**src/rtl/mem_wb_stage_if.sv**
```systemverilog
// rtl/mem_wb_stage_if.sv - MEM/WB stage signal bundle: MEM-side inputs, register-file write and forwarding outputs
interface mem_wb_stage_if #(
  parameter int DATA_W     = 32,
  parameter int REG_ADDR_W = 5
);
  logic                  in_valid;
  logic                  in_reg_write;
  logic                  in_mem_to_reg;
  logic                  in_link;
  logic [REG_ADDR_W-1:0] in_write_reg;
  logic [DATA_W-1:0]     in_alu_result;
  logic [DATA_W-1:0]     in_pc_plus4;
  logic [DATA_W-1:0]     mem_rdata;
  logic                  mem_rdata_valid;
  logic                  flush;

  logic                  stall_out;
  logic                  reg_write;
  logic [REG_ADDR_W-1:0] write_reg;
  logic [DATA_W-1:0]     write_data;
  logic                  fwd_valid;
  logic [REG_ADDR_W-1:0] fwd_reg;
  logic [DATA_W-1:0]     fwd_data;
  logic [31:0]           retired_count;

  modport master (
    output in_valid, in_reg_write, in_mem_to_reg, in_link, in_write_reg,
           in_alu_result, in_pc_plus4, mem_rdata, mem_rdata_valid, flush,
    input  stall_out, reg_write, write_reg, write_data,
           fwd_valid, fwd_reg, fwd_data, retired_count
  );

  modport slave (
    input  in_valid, in_reg_write, in_mem_to_reg, in_link, in_write_reg,
           in_alu_result, in_pc_plus4, mem_rdata, mem_rdata_valid, flush,
    output stall_out, reg_write, write_reg, write_data,
           fwd_valid, fwd_reg, fwd_data, retired_count
  );
endinterface

```
**src/rtl/mem_wb_stage.sv**
```systemverilog
// rtl/mem_wb_stage.sv - MIPS MEM/WB stage: write-back select, $0 suppression, multi-cycle load stall FSM
// Optional retired-instruction counter enabled by MEM_WB_RETIRE_COUNT_EN.
module mem_wb_stage #(
  parameter int DATA_W     = 32,
  parameter int REG_ADDR_W = 5
) (
  input  logic          clk,
  input  logic          rst,
  mem_wb_stage_if.slave bus
);

  typedef enum logic {
    S_IDLE     = 1'b0,
    S_WAIT_MEM = 1'b1
  } state_t;

  state_t                r_state;
  state_t                w_next_state;

  logic                  r_wb_valid;
  logic                  r_wb_reg_write;
  logic [REG_ADDR_W-1:0] r_write_reg;
  logic [DATA_W-1:0]     r_write_data;
  logic                  r_pend_reg_write;
  logic [REG_ADDR_W-1:0] r_pend_write_reg;

  logic                  w_capture;
  logic                  w_load_wait;
  logic                  w_load_done;
  logic                  w_stall;
  logic                  w_reg_write;
  logic [DATA_W-1:0]     w_capture_data;

  assign w_capture   = bus.in_valid && (r_state == S_IDLE) && !bus.flush;
  assign w_load_wait = w_capture && bus.in_mem_to_reg && !bus.mem_rdata_valid;
  assign w_load_done = (r_state == S_WAIT_MEM) && bus.mem_rdata_valid;

  assign w_capture_data = bus.in_mem_to_reg ? bus.mem_rdata :
                          bus.in_link       ? bus.in_pc_plus4 :
                                              bus.in_alu_result;

  always_ff @(posedge clk) begin
    if (rst) begin
      r_state <= S_IDLE;
    end else begin
      r_state <= w_next_state;
    end
  end

  always_comb begin
    w_next_state = r_state;
    case (r_state)
      S_IDLE:     if (w_load_wait)          w_next_state = S_WAIT_MEM;
      S_WAIT_MEM: if (bus.mem_rdata_valid)  w_next_state = S_IDLE;
      default:                              w_next_state = S_IDLE;
    endcase
  end

  always_comb begin
    w_stall = 1'b0;
    if (r_state == S_WAIT_MEM) begin
      w_stall = 1'b1;
    end
  end

  // Pending destination is kept apart so write_reg/write_data hold while the load waits.
  always_ff @(posedge clk) begin
    if (rst) begin
      r_wb_valid       <= 1'b0;
      r_wb_reg_write   <= 1'b0;
      r_write_reg      <= '0;
      r_write_data     <= '0;
      r_pend_reg_write <= 1'b0;
      r_pend_write_reg <= '0;
    end else begin
      r_wb_valid <= 1'b0;
      if (w_load_done) begin
        r_wb_valid     <= 1'b1;
        r_wb_reg_write <= r_pend_reg_write;
        r_write_reg    <= r_pend_write_reg;
        r_write_data   <= bus.mem_rdata;
      end else if (w_load_wait) begin
        r_pend_reg_write <= bus.in_reg_write;
        r_pend_write_reg <= bus.in_write_reg;
      end else if (w_capture) begin
        r_wb_valid     <= 1'b1;
        r_wb_reg_write <= bus.in_reg_write;
        r_write_reg    <= bus.in_write_reg;
        r_write_data   <= w_capture_data;
      end
    end
  end

  assign w_reg_write = r_wb_valid && r_wb_reg_write && (r_write_reg != '0);

  assign bus.stall_out  = w_stall;
  assign bus.reg_write  = w_reg_write;
  assign bus.write_reg  = r_write_reg;
  assign bus.write_data = r_write_data;
  assign bus.fwd_valid  = w_reg_write;
  assign bus.fwd_reg    = r_write_reg;
  assign bus.fwd_data   = r_write_data;

`ifdef MEM_WB_RETIRE_COUNT_EN
  logic [31:0] r_retired_count;

  always_ff @(posedge clk) begin
    if (rst) begin
      r_retired_count <= '0;
    end else if (r_wb_valid) begin
      r_retired_count <= r_retired_count + 32'd1;
    end
  end

  assign bus.retired_count = r_retired_count;
`else
  assign bus.retired_count = 32'd0;
`endif

endmodule

```
**src/flat_wrapper.sv**
```systemverilog
// flat-port wrapper written by rule: the top's interface ports become plain ports
module mem_wb_stage_flat 
#(
  parameter int DATA_W     = 32,
  parameter int REG_ADDR_W = 5
)
  (clk, rst, bus_in_valid, bus_in_reg_write, bus_in_mem_to_reg, bus_in_link, bus_in_write_reg, bus_in_alu_result, bus_in_pc_plus4, bus_mem_rdata, bus_mem_rdata_valid, bus_flush, bus_stall_out, bus_reg_write, bus_write_reg, bus_write_data, bus_fwd_valid, bus_fwd_reg, bus_fwd_data, bus_retired_count);
  mem_wb_stage_if #(.DATA_W(DATA_W), .REG_ADDR_W(REG_ADDR_W)) bus_i ();
  input  logic clk;
  input  logic rst;
  input wire logic [$bits(bus_i.in_valid)-1:0] bus_in_valid;
  input wire logic [$bits(bus_i.in_reg_write)-1:0] bus_in_reg_write;
  input wire logic [$bits(bus_i.in_mem_to_reg)-1:0] bus_in_mem_to_reg;
  input wire logic [$bits(bus_i.in_link)-1:0] bus_in_link;
  input wire logic [$bits(bus_i.in_write_reg)-1:0] bus_in_write_reg;
  input wire logic [$bits(bus_i.in_alu_result)-1:0] bus_in_alu_result;
  input wire logic [$bits(bus_i.in_pc_plus4)-1:0] bus_in_pc_plus4;
  input wire logic [$bits(bus_i.mem_rdata)-1:0] bus_mem_rdata;
  input wire logic [$bits(bus_i.mem_rdata_valid)-1:0] bus_mem_rdata_valid;
  input wire logic [$bits(bus_i.flush)-1:0] bus_flush;
  output wire logic [$bits(bus_i.stall_out)-1:0] bus_stall_out;
  output wire logic [$bits(bus_i.reg_write)-1:0] bus_reg_write;
  output wire logic [$bits(bus_i.write_reg)-1:0] bus_write_reg;
  output wire logic [$bits(bus_i.write_data)-1:0] bus_write_data;
  output wire logic [$bits(bus_i.fwd_valid)-1:0] bus_fwd_valid;
  output wire logic [$bits(bus_i.fwd_reg)-1:0] bus_fwd_reg;
  output wire logic [$bits(bus_i.fwd_data)-1:0] bus_fwd_data;
  output wire logic [$bits(bus_i.retired_count)-1:0] bus_retired_count;
  assign bus_i.in_valid = bus_in_valid;
  assign bus_i.in_reg_write = bus_in_reg_write;
  assign bus_i.in_mem_to_reg = bus_in_mem_to_reg;
  assign bus_i.in_link = bus_in_link;
  assign bus_i.in_write_reg = bus_in_write_reg;
  assign bus_i.in_alu_result = bus_in_alu_result;
  assign bus_i.in_pc_plus4 = bus_in_pc_plus4;
  assign bus_i.mem_rdata = bus_mem_rdata;
  assign bus_i.mem_rdata_valid = bus_mem_rdata_valid;
  assign bus_i.flush = bus_flush;
  assign bus_stall_out = bus_i.stall_out;
  assign bus_reg_write = bus_i.reg_write;
  assign bus_write_reg = bus_i.write_reg;
  assign bus_write_data = bus_i.write_data;
  assign bus_fwd_valid = bus_i.fwd_valid;
  assign bus_fwd_reg = bus_i.fwd_reg;
  assign bus_fwd_data = bus_i.fwd_data;
  assign bus_retired_count = bus_i.retired_count;
  mem_wb_stage #(.DATA_W(DATA_W), .REG_ADDR_W(REG_ADDR_W)) u_core (.clk(clk), .rst(rst), .bus(bus_i));
endmodule
```
**config.mk**
```make
export PLATFORM = sky130hd
export DESIGN_NAME = mem_wb_stage_flat
export DESIGN_NICKNAME = d
export VERILOG_FILES = /design/src/rtl/mem_wb_stage_if.sv /design/src/rtl/mem_wb_stage.sv /design/src/flat_wrapper.sv
export SDC_FILE = /design/constraint.sdc
export NUM_CORES = 1
export LEC_CHECK = 0
export CORE_MARGIN = 1
export CORE_UTILIZATION = 38
export DETAILED_ROUTE_END_ITERATION = 16
export GPL_TIMING_DRIVEN = 0
export PLACE_DENSITY = 0.94
export SLEW_MARGIN = 5
export SYNTH_ARGS = -nofsm -noshare
export SYNTH_HDL_FRONTEND = slang
export SYNTH_SLANG_ARGS = --single-unit
```
**constraint.sdc**
```tcl
create_clock -name clk -period 2.55 [get_ports clk]
set_input_delay 0.765 -clock clk [delete_from_list [all_inputs] [get_ports clk]]
set_output_delay 0.765 -clock clk [all_outputs]
set_load 0.03 [all_outputs]
```
# --- Word-level counts from Yosys, hierarchy flattened ---
# Index checks and enable logic that the tools add are counted.
word_totals:
  input_bits: 109
  word_cells: 41
  out_inout_bits: 109
  regBits: 46
classes:
  reduce_logical: 13
  n_eq_ne: 1
  bitwise: 2
  mux: 18
ops:
  columns: ["cell", "n"]
  rows:
  - ["$mux 32", 5]
  - ["$mux 5", 3]
  - ["$mux 1", 9]
  - ["$logic_and 1x1->1", 7]
  - ["$reduce_bool 5->1", 1]
  - ["$reduce_and 2->1", 2]
  - ["$logic_not 1->1", 2]
  - ["$ne 2x2->1 const B", 1]
  - ["$not 1->1", 2]
  - ["$pmux 1 s2", 1]
  - ["$reduce_bool 2->1", 1]

# --- Longest topological paths before layout ---
# Gate-level depths: netlist of run 1.
logic_depth:
  ltp_word: 7
  ltp_mapped: 6

# --- Worst setup path before layout of run 1 ---
# No wires, ideal clock.
synth_path:
  kind: "reg2out"
  start: "register u_core.r_write_reg[4] (netlist: u_core.bus.fwd_reg[4])"
  end: "output port bus_reg_write"
  t_arrival_ns: 1.434
  path_slack_ns: 0.351
  path_buffers: 1
  required_time_ns: 1.785
  path_stages_with_launch: 4
  path_cell_list: "dfxtp_1 -> or3_1 -> o311a_1 -> buf_4"
synth_via:
  elab_chain_len: 2
synth_lines:
  columns: ["item", "line_no", "text"]
  rows:
  - ["from (decl)", "mem_wb_stage.sv:22", "logic [REG_ADDR_W-1:0] r_write_reg;"]
  - ["from (signal assigned)", "mem_wb_stage.sv:80", "r_write_reg <= r_pend_write_reg;"]
  - ["from (signal assigned)", "mem_wb_stage.sv:88", "r_write_reg <= bus.in_write_reg;"]
  - ["$reduce_bool 5->1", "mem_wb_stage.sv:94", "assign w_reg_write = r_wb_valid && r_wb_reg_write && (r_write_reg != '0);"]
  - ["$logic_and 1x1->1", "mem_wb_stage.sv:94", null]
  - ["to (decl)", "flat_wrapper.sv:22", "output wire logic [$bits(bus_i.reg_write)-1:0] bus_reg_write;"]
# No other way between the ends.

# --- Final worst setup path of run 1 ---
# Same ends and word-level chain as after synthesis.

==> summary.md, run 1 <==
| Metric | Value |
|---|---|
| Crit-path cells | or3_1, o311a_1, buf_4, buf_4 |
| Run status | finished, final reports clean |
| FILL cells | 584 |
| Peak VDD IR | 0.0002483 V |
| Fmax | 0.4079 GHz |
| Data arrival, critical path | 1690 ps |
| Drt pass-1 iters | 4 |
| CTS buffer count | 5 |
| Vias per std cell | 4.591 |
| Layout overhead on the synthesized area | 73.20% |
| Clock Pin Slew Worst Setup and Hold Paths | 110 ps |
| Part of the cycle the worst path needs | 96.15% |
| Crit-path max cell delay | 410 ps |
| Share of cells above drive strength 1 | 22.26% |
| Final ANT Viol Nets | 0 |
| Final nets | 647 |
| Synth Area per Inst | 9.380 um2 |
| CTS Sinks | 46 |
| Leak Pwr | 2.251 nW |
| Die ar. | 8158 um2 |
| H-tree Lvls | 2 |
| Setup crit start kind | register |
| PnR worst setup slack | 98.12 ps |
| Crit path time final | 2452 ps |
| Slowest CP cell | or3_1 |
| Top cells by area, synth | dfxtp_1, buf_4, mux2i_1, o2bb2ai_2, o2bb2ai_1 |
| WP data required | 1790 ps |
| Vias | 2,929 |
| Seq/Total Area, Yosys | 31.07% |
| Final setup viols | 0 |
| Setup Skew | 13.64 ps |
| Initial antenna violation count | 0 |
| # IOs | 218 |
| Crit. End Element | primary output |
| Root Buffer | clkbuf_8 |
| Total track usage | 22.06% |
| Synthesis Warnings | 0 |
| Post-CTS Setup Bufs | 0 |
| Max Cap Viol | 0 |
| GRT overflow | 0 |
| Async SR Flop Fraction | 0% |
| Antenna cells | 0 |
| Vert. Die Dim | 90.32 um |
| GPL Wtd Cong | 0.7826 |
| Largest net degree at the start of global routing | 18 |
| Row count | 31 |
| Seq cells post-synth | 46 |
| Post-synth top area cell | dfxtp_1 |
| Clk_lat worst skew | 310 ps |
| Primary FF master, synth | dfxtp_1 |
| Port Buf Inserts | 184 |
| Drt total wl | 9.137 mm |
| Final Hold Viols | 0 |
| Cells after synthesis | 316 |
| Initial Util | 40.01% |
| PwrDens | 417.7 nW/um2 |
| Final Slew Violations | 0 |
| Hold Crit Class | register to register |
| Hpwl dp | 7.355 mm |
| Top post-synthesis cells by count | buf_4, dfxtp_1, nand2_1 |
| Worst Path Class, Setup | register to primary output |
| Distinct cells, synth | 29 |
| Largest fanout on the critical path | 4 |
| Most frequent CP cell | buf_4 |
| First-pass GRT wire length | 14.57 mm |
| Post-synth EDFFs | 0 |
| Top-count cell post-synth | buf_4 |
| Iter 0 DRT Violations | 51 |
| DRC Markers | 0 |
| Hold-fix buffers at CTS | 0 |
| Pre-CTS setup slack | 45.50 ps |
| Number of global-route vias before repair | 3,063 |
| Synthesized area | 2964 um2 |
| Largest register FFs | 32 |
| RSZ-0062 raised after global routing | no |
| Area share of the largest cell type after synthesis | 31.07% |
| Core Footprint | 7408 um2 |
| CTS Buffer Depth | 2 |
| Setup_tns | 0 ps |
| Wire length per cell | 14.32 um |
| CTS tree | built |
| Die width | 90.32 um |
[cell type report]
type                            count  area (um2)  share of cell area [%]
Timing Repair Buffer              184        1834                   35.73
Multi-Input combinational cell    209        1419                   27.64
Sequential cell                    46       920.9                   17.94
Buffer                             91       737.0                   14.36
Tap cell                           99       123.9                   2.413
Clock buffer                        5       68.82                   1.340
Clock inverter                      3       26.28                  0.5118
Inverter                            1       3.754                 0.07312
[metrics by stage]
step | cell area, um2 | hold WS [ps] | utilization (%) | instances | total power (W)
after global placement | 5046 | 470.5 | 68.11 | 630 | 0.001660
after global routing | 5134 | 496.1 | 69.30 | 638 | 0.002242
after detailed placement | 5046 | 472.4 | 68.11 | 630 | 0.001677
final | 5134 | 480.6 | 69.30 | 638 | 0.002144
after floorplan | 3080 | 460.8 | - | 347 | 0.001308
after CTS | 5137 | 485.6 | 69.35 | 638 | 0.002159
[logic make-up after synthesis]
family | Yosys count | synth area share (%)
buffers and inverters | 92 | 24.99
AO/OA/AOI/OAI | 74 | 21.02
AND/OR/NAND/NOR | 65 | 9.962
flip-flops | 46 | 31.07
multiplexers | 38 | 12.83
other | 1 | 0.1265
[critical path: cells and delay by family (launching register included)]
kind	cells	cell delay (ps)
AO/OA/AOI/OAI	1	330
flip-flops	1	350
buffers and inverters	2	290
AND/OR/NAND/NOR	1	410
[power by group]
| part | leakage [nW] | total (W) | switching [W] | internal, W |
|---|---|---|---|---|
| combinational | 1.83 | 0.000861 | 0.000416 | 0.000445 |
| sequential | 0.376 | 0.000800 | 0.0000392 | 0.000761 |
| clock | 0.0495 | 0.000483 | 0.000279 | 0.000204 |
| total | 2.25 | 0.00214 | 0.000734 | 0.00141 |
[worst paths after layout]
kind                           startpoint                 endpoint  slack (ps)  depth (start not counted)
hold reg to reg   u_core.bus.fwd_data[19]  u_core.bus.fwd_data[19]         480                          1
setup / recovery    u_core.bus.fwd_reg[4]            bus_reg_write         100                          4
setup reg to reg           u_core.r_state  u_core.bus.fwd_data[14]        1090                          6
hold / removal    u_core.bus.fwd_data[19]  u_core.bus.fwd_data[19]         480                          1
[repair_timing]
| action | 4_1_cts | 5_1_grt |
|---|---|---|
| cloned | 0 | 0 |
| setup endpoints to repair | 2 | 1 |
| resized for setup | 3 | 2 |
[layout by cell type, fill, tap and decap left out, types with 3 or more instances in the layout]
master and instances:
o21ai_1 13, clkdlybuf4s50_1 182, dfxtp_1 46, buf_4 82, o2bb2ai_1 19, conb_1 32, mux2i_1 38, buf_12 3
clkbuf_8 5, inv_6 3, o21ai_0 19, nand3_1 6, o2bb2ai_2 13, buf_6 4, nor2_1 13, a311oi_1 6
nand2_1 39
[per-layer routing]
metal  wire length [um]  GRT usage, %  share of wire [%]
met1               3425         22.90                 37
met2               4898         43.58                 54
met3                674         4.882                7.4
met4                138         6.452                1.5
met5                  0             0                  0
Power figures use the tool's default switching activity.
==> run 2: changes to the inputs <==
--- a/config.mk
+++ b/config.mk
@@ -5,7 +5,7 @@
 export SDC_FILE = /design/constraint.sdc
 export NUM_CORES = 1
 export LEC_CHECK = 0
-export CORE_MARGIN = 1
+export CORE_MARGIN = 8
 export CORE_UTILIZATION = 38
 export DETAILED_ROUTE_END_ITERATION = 16
 export GPL_TIMING_DRIVEN = 0
==> summary.md, run 2 (synthesis gave the netlist of run 1 again) <==
| Metric | Value |
|---|---|
| Run status | finished, final reports clean (unchanged) |
| Peak VDD IR | 0.0002554 V (was 0.0002483 V) |
| RR Startpoint | u_core.r_state (unchanged) |
| Reg-to-Reg End | u_core.bus.fwd_data[19] (was u_core.bus.fwd_data[14]) |
| Clk_lat worst skew | 300 ps (was 310 ps) |
| PwrDens | 450.2 nW/um2 (was 417.7 nW/um2) |
| Switching Share | 30.49% (was 34.24%) |
| FILL cells | 581 (was 584) |
| Leak Pwr | 2.276 nW (was 2.251 nW) |
| Drt total wl | 10.37 mm (was 9.137 mm) |
| Largest fanout on the critical path | 4 (unchanged) |
| WP buf/inv | 1 (was 2) |
| Largest register FFs | 32 (unchanged) |
| Internal Power | 0.001624 W (was 0.001410 W) |
| GPL Wtd Cong | 0.8574 (was 0.7826) |
| Total track usage | 18.28% (was 22.06%) |
| Iter 0 DRT Violations | 56 (was 51) |
| Worst hold slack | 481.7 ps (was 480.6 ps) |
| # IOs | 218 (unchanged) |
| Initial Util | 38.76% (was 40.01%) |
| CTS Buffer Depth | 2 (unchanged) |
| GRT overflow | 0 (unchanged) |
| Largest net degree at the start of global routing | 15 (was 18) |
| Worst setup endpoint | bus_fwd_valid (was bus_reg_write) |
| Number of global-route vias before repair | 3,141 (was 3,063) |
| Worst r2r path cells | 6 (unchanged) |
| Switching Power | 0.0007123 W (was 0.0007341 W) |
| CP top delay family | simple AND/OR/NAND/NOR gates (unchanged) |
| Core Footprint | 7647 um2 (was 7408 um2) |
| Setup crit start kind | register (unchanged) |
| Crit. Startpoint | u_core.bus.fwd_reg[4] (unchanged) |
| Register share of total power | 34.3% (was 37.3%) |
| Pre-CTS setup slack | 70.50 ps (was 45.50 ps) |
| WP data required | 1790 ps (about the same) |
| Setup Skew | 4.704 ps (was 13.64 ps) |
| Hold Crit Class | register to register (unchanged) |
| Root Buffer | clkbuf_8 (unchanged) |
| PnR worst setup slack | 96.88 ps (was 98.12 ps) |
| Antenna cells | 0 (unchanged) |
| Setup_tns | 0 ps (unchanged) |
| Vias | 2,928 (was 2,929) |
| Data arrival, critical path | 1690 ps (about the same) |
| Final Hold Viols | 0 (unchanged) |
| Max Cap Viol | 0 (unchanged) |
| Crit. End Element | primary output (unchanged) |
| Worst Path Class, Setup | register to primary output (unchanged) |
| Final nets | 647 (unchanged) |
| DRC Markers | 0 (unchanged) |
| Hold-fix buffers at CTS | 0 (unchanged) |
| Fmax | 0.4076 GHz (was 0.4079 GHz) |
| Crit path depth | 3 (was 4) |
| Final setup viols | 0 (unchanged) |
| Part of the cycle the worst path needs | 96.20% (was 96.15%) |
| R2R setup slack | 1110 ps (was 1090 ps) |
| Crit-path max cell delay | 370 ps (was 410 ps) |
| Port Buf Inserts | 184 (unchanged) |
| Final ANT Viol Nets | 0 (unchanged) |
| Drt pass-1 iters | 4 (unchanged) |
| Wire length per cell | 16.17 um (was 14.32 um) |
| Share of cells above drive strength 1 | 22.08% (was 22.26%) |
| Vert. Die Dim | 104.3 um (was 90.32 um) |
| Hpwl dp | 8.715 mm (was 7.355 mm) |
| Crit-path cells | or3_1, o311a_1, dlygate4sd2_1 (was or3_1, o311a_1, buf_4, buf_4) |
| Die width | 104.3 um (was 90.32 um) |
| CTS Sinks | 46 (unchanged) |
| H-tree Lvls | 2 (unchanged) |
| Commonest non-fill, non-tap cells in the layout | clkdlybuf4s50_1, buf_4, dfxtp_1 (unchanged) |
| Vias per std cell | 4.568 (was 4.591) |
| Slowest CP cell | or3_1 (unchanged) |
| Clock Pin Slew Worst Setup and Hold Paths | 90 ps (was 110 ps) |
| Logic pwr share | 36.9% (was 40.2%) |
| RSZ-0062 raised after global routing | no (unchanged) |
| Layout overhead on the synthesized area | 75.05% (was 73.20%) |
| Crit path time final | 2453 ps (was 2452 ps) |
| CTS buffer count | 5 (unchanged) |
| Clock power share | 28.8% (was 22.5%) |
| # resized after CTS | 3 (unchanged) |
| CTS tree | built (unchanged) |
| Final Slew Violations | 0 (unchanged) |
| First-pass GRT wire length | 16.46 mm (was 14.57 mm) |
| Die ar. | 10,880 um2 (was 8158 um2) |
| Hold depth | 1 (unchanged) |
| Initial antenna violation count | 0 (unchanged) |
| Most common cell after layout, fill and taps aside | clkdlybuf4s50_1 (unchanged) |
| Post-CTS Setup Bufs | 0 (unchanged) |
| Row count | 32 (was 31) |
-- run 2: changes by cell type in the layout (fill, tap and decap cells not counted) --
cell / delta
dlygate4sd2_1: +1
bufinv_16: +2
inv_6: -3
clkbuf_2: -1
clkbuf_8: +1
-- run 2: worst min path at each step --
| stage | startpoint | to | slack, ps |
|---|---|---|---|
| 2_1_floorplan | u_core.r_pend_write_reg[0] | u_core.bus.fwd_reg[0] | 460 |
| 3_3_place_gp | u_core.bus.fwd_data[19] | u_core.bus.fwd_data[19] | 470 |
| 3_5_place_dp | u_core.bus.fwd_data[19] | u_core.bus.fwd_data[19] | 470 |
| 4_1_cts | u_core.bus.fwd_data[19] | u_core.bus.fwd_data[19] | 480 |
| 5_1_grt | u_core.bus.fwd_data[16] | u_core.bus.fwd_data[16] | 510 |
| 6_report | u_core.bus.fwd_data[19] | u_core.bus.fwd_data[19] | 480 |
-- run 2: stage by stage --
step	total power (W)	util [%]	instances	cell area, um2
after floorplan	0.001308	-	347	3080
after detailed placement	0.001681	66.03	633	5050
final	0.002336	67.85	641	5189
after CTS	0.002356	67.85	641	5189
after global placement	0.001663	66.03	633	5050
after global routing	0.002435	67.85	641	5189
-- run 2: worst reg2reg max path, stage by stage, from the launching register on --
cell	delay, ps
dfxtp_1	360
buf_4	190
a21oi_4	270
buf_4	240
nand2_1	60
o21ai_0	110
o2bb2ai_1	100
-- run 2: metal layers --
metal	global-route usage (%)	vias up	wire (um)	share of wire, %
met5	0	-	0	0
met4	3.930	0	131	1.3
met3	6.196	13	737	7.1
met2	34.97	128	5550	54
met1	18.48	1341	3948	38
li1	-	1446	-	-
-- run 2: cell type report --
cell class	count	area, um2	area share (%)
Clock buffer	6	82.58	1.592
Timing Repair Buffer	184	1838	35.42
Buffer	91	737.0	14.20
Multi-Input combinational cell	209	1419	27.35
Clock inverter	2	60.06	1.157
Tap cell	102	127.6	2.460
Sequential cell	46	920.9	17.75
Inverter	1	3.754	0.07234
-- run 2: power by group through the flow --
stage | sequential [W] | clock [W] | combinational (W)
final | 0.000801 | 0.000673 | 0.000862
after global routing | 0.000807 | 0.000714 | 0.000914
after CTS | 0.000801 | 0.000689 | 0.000866
after detailed placement | 0.000817 | 0 | 0.000863
after global placement | 0.000814 | 0 | 0.000848
after floorplan | 0.000883 | 0 | 0.000425
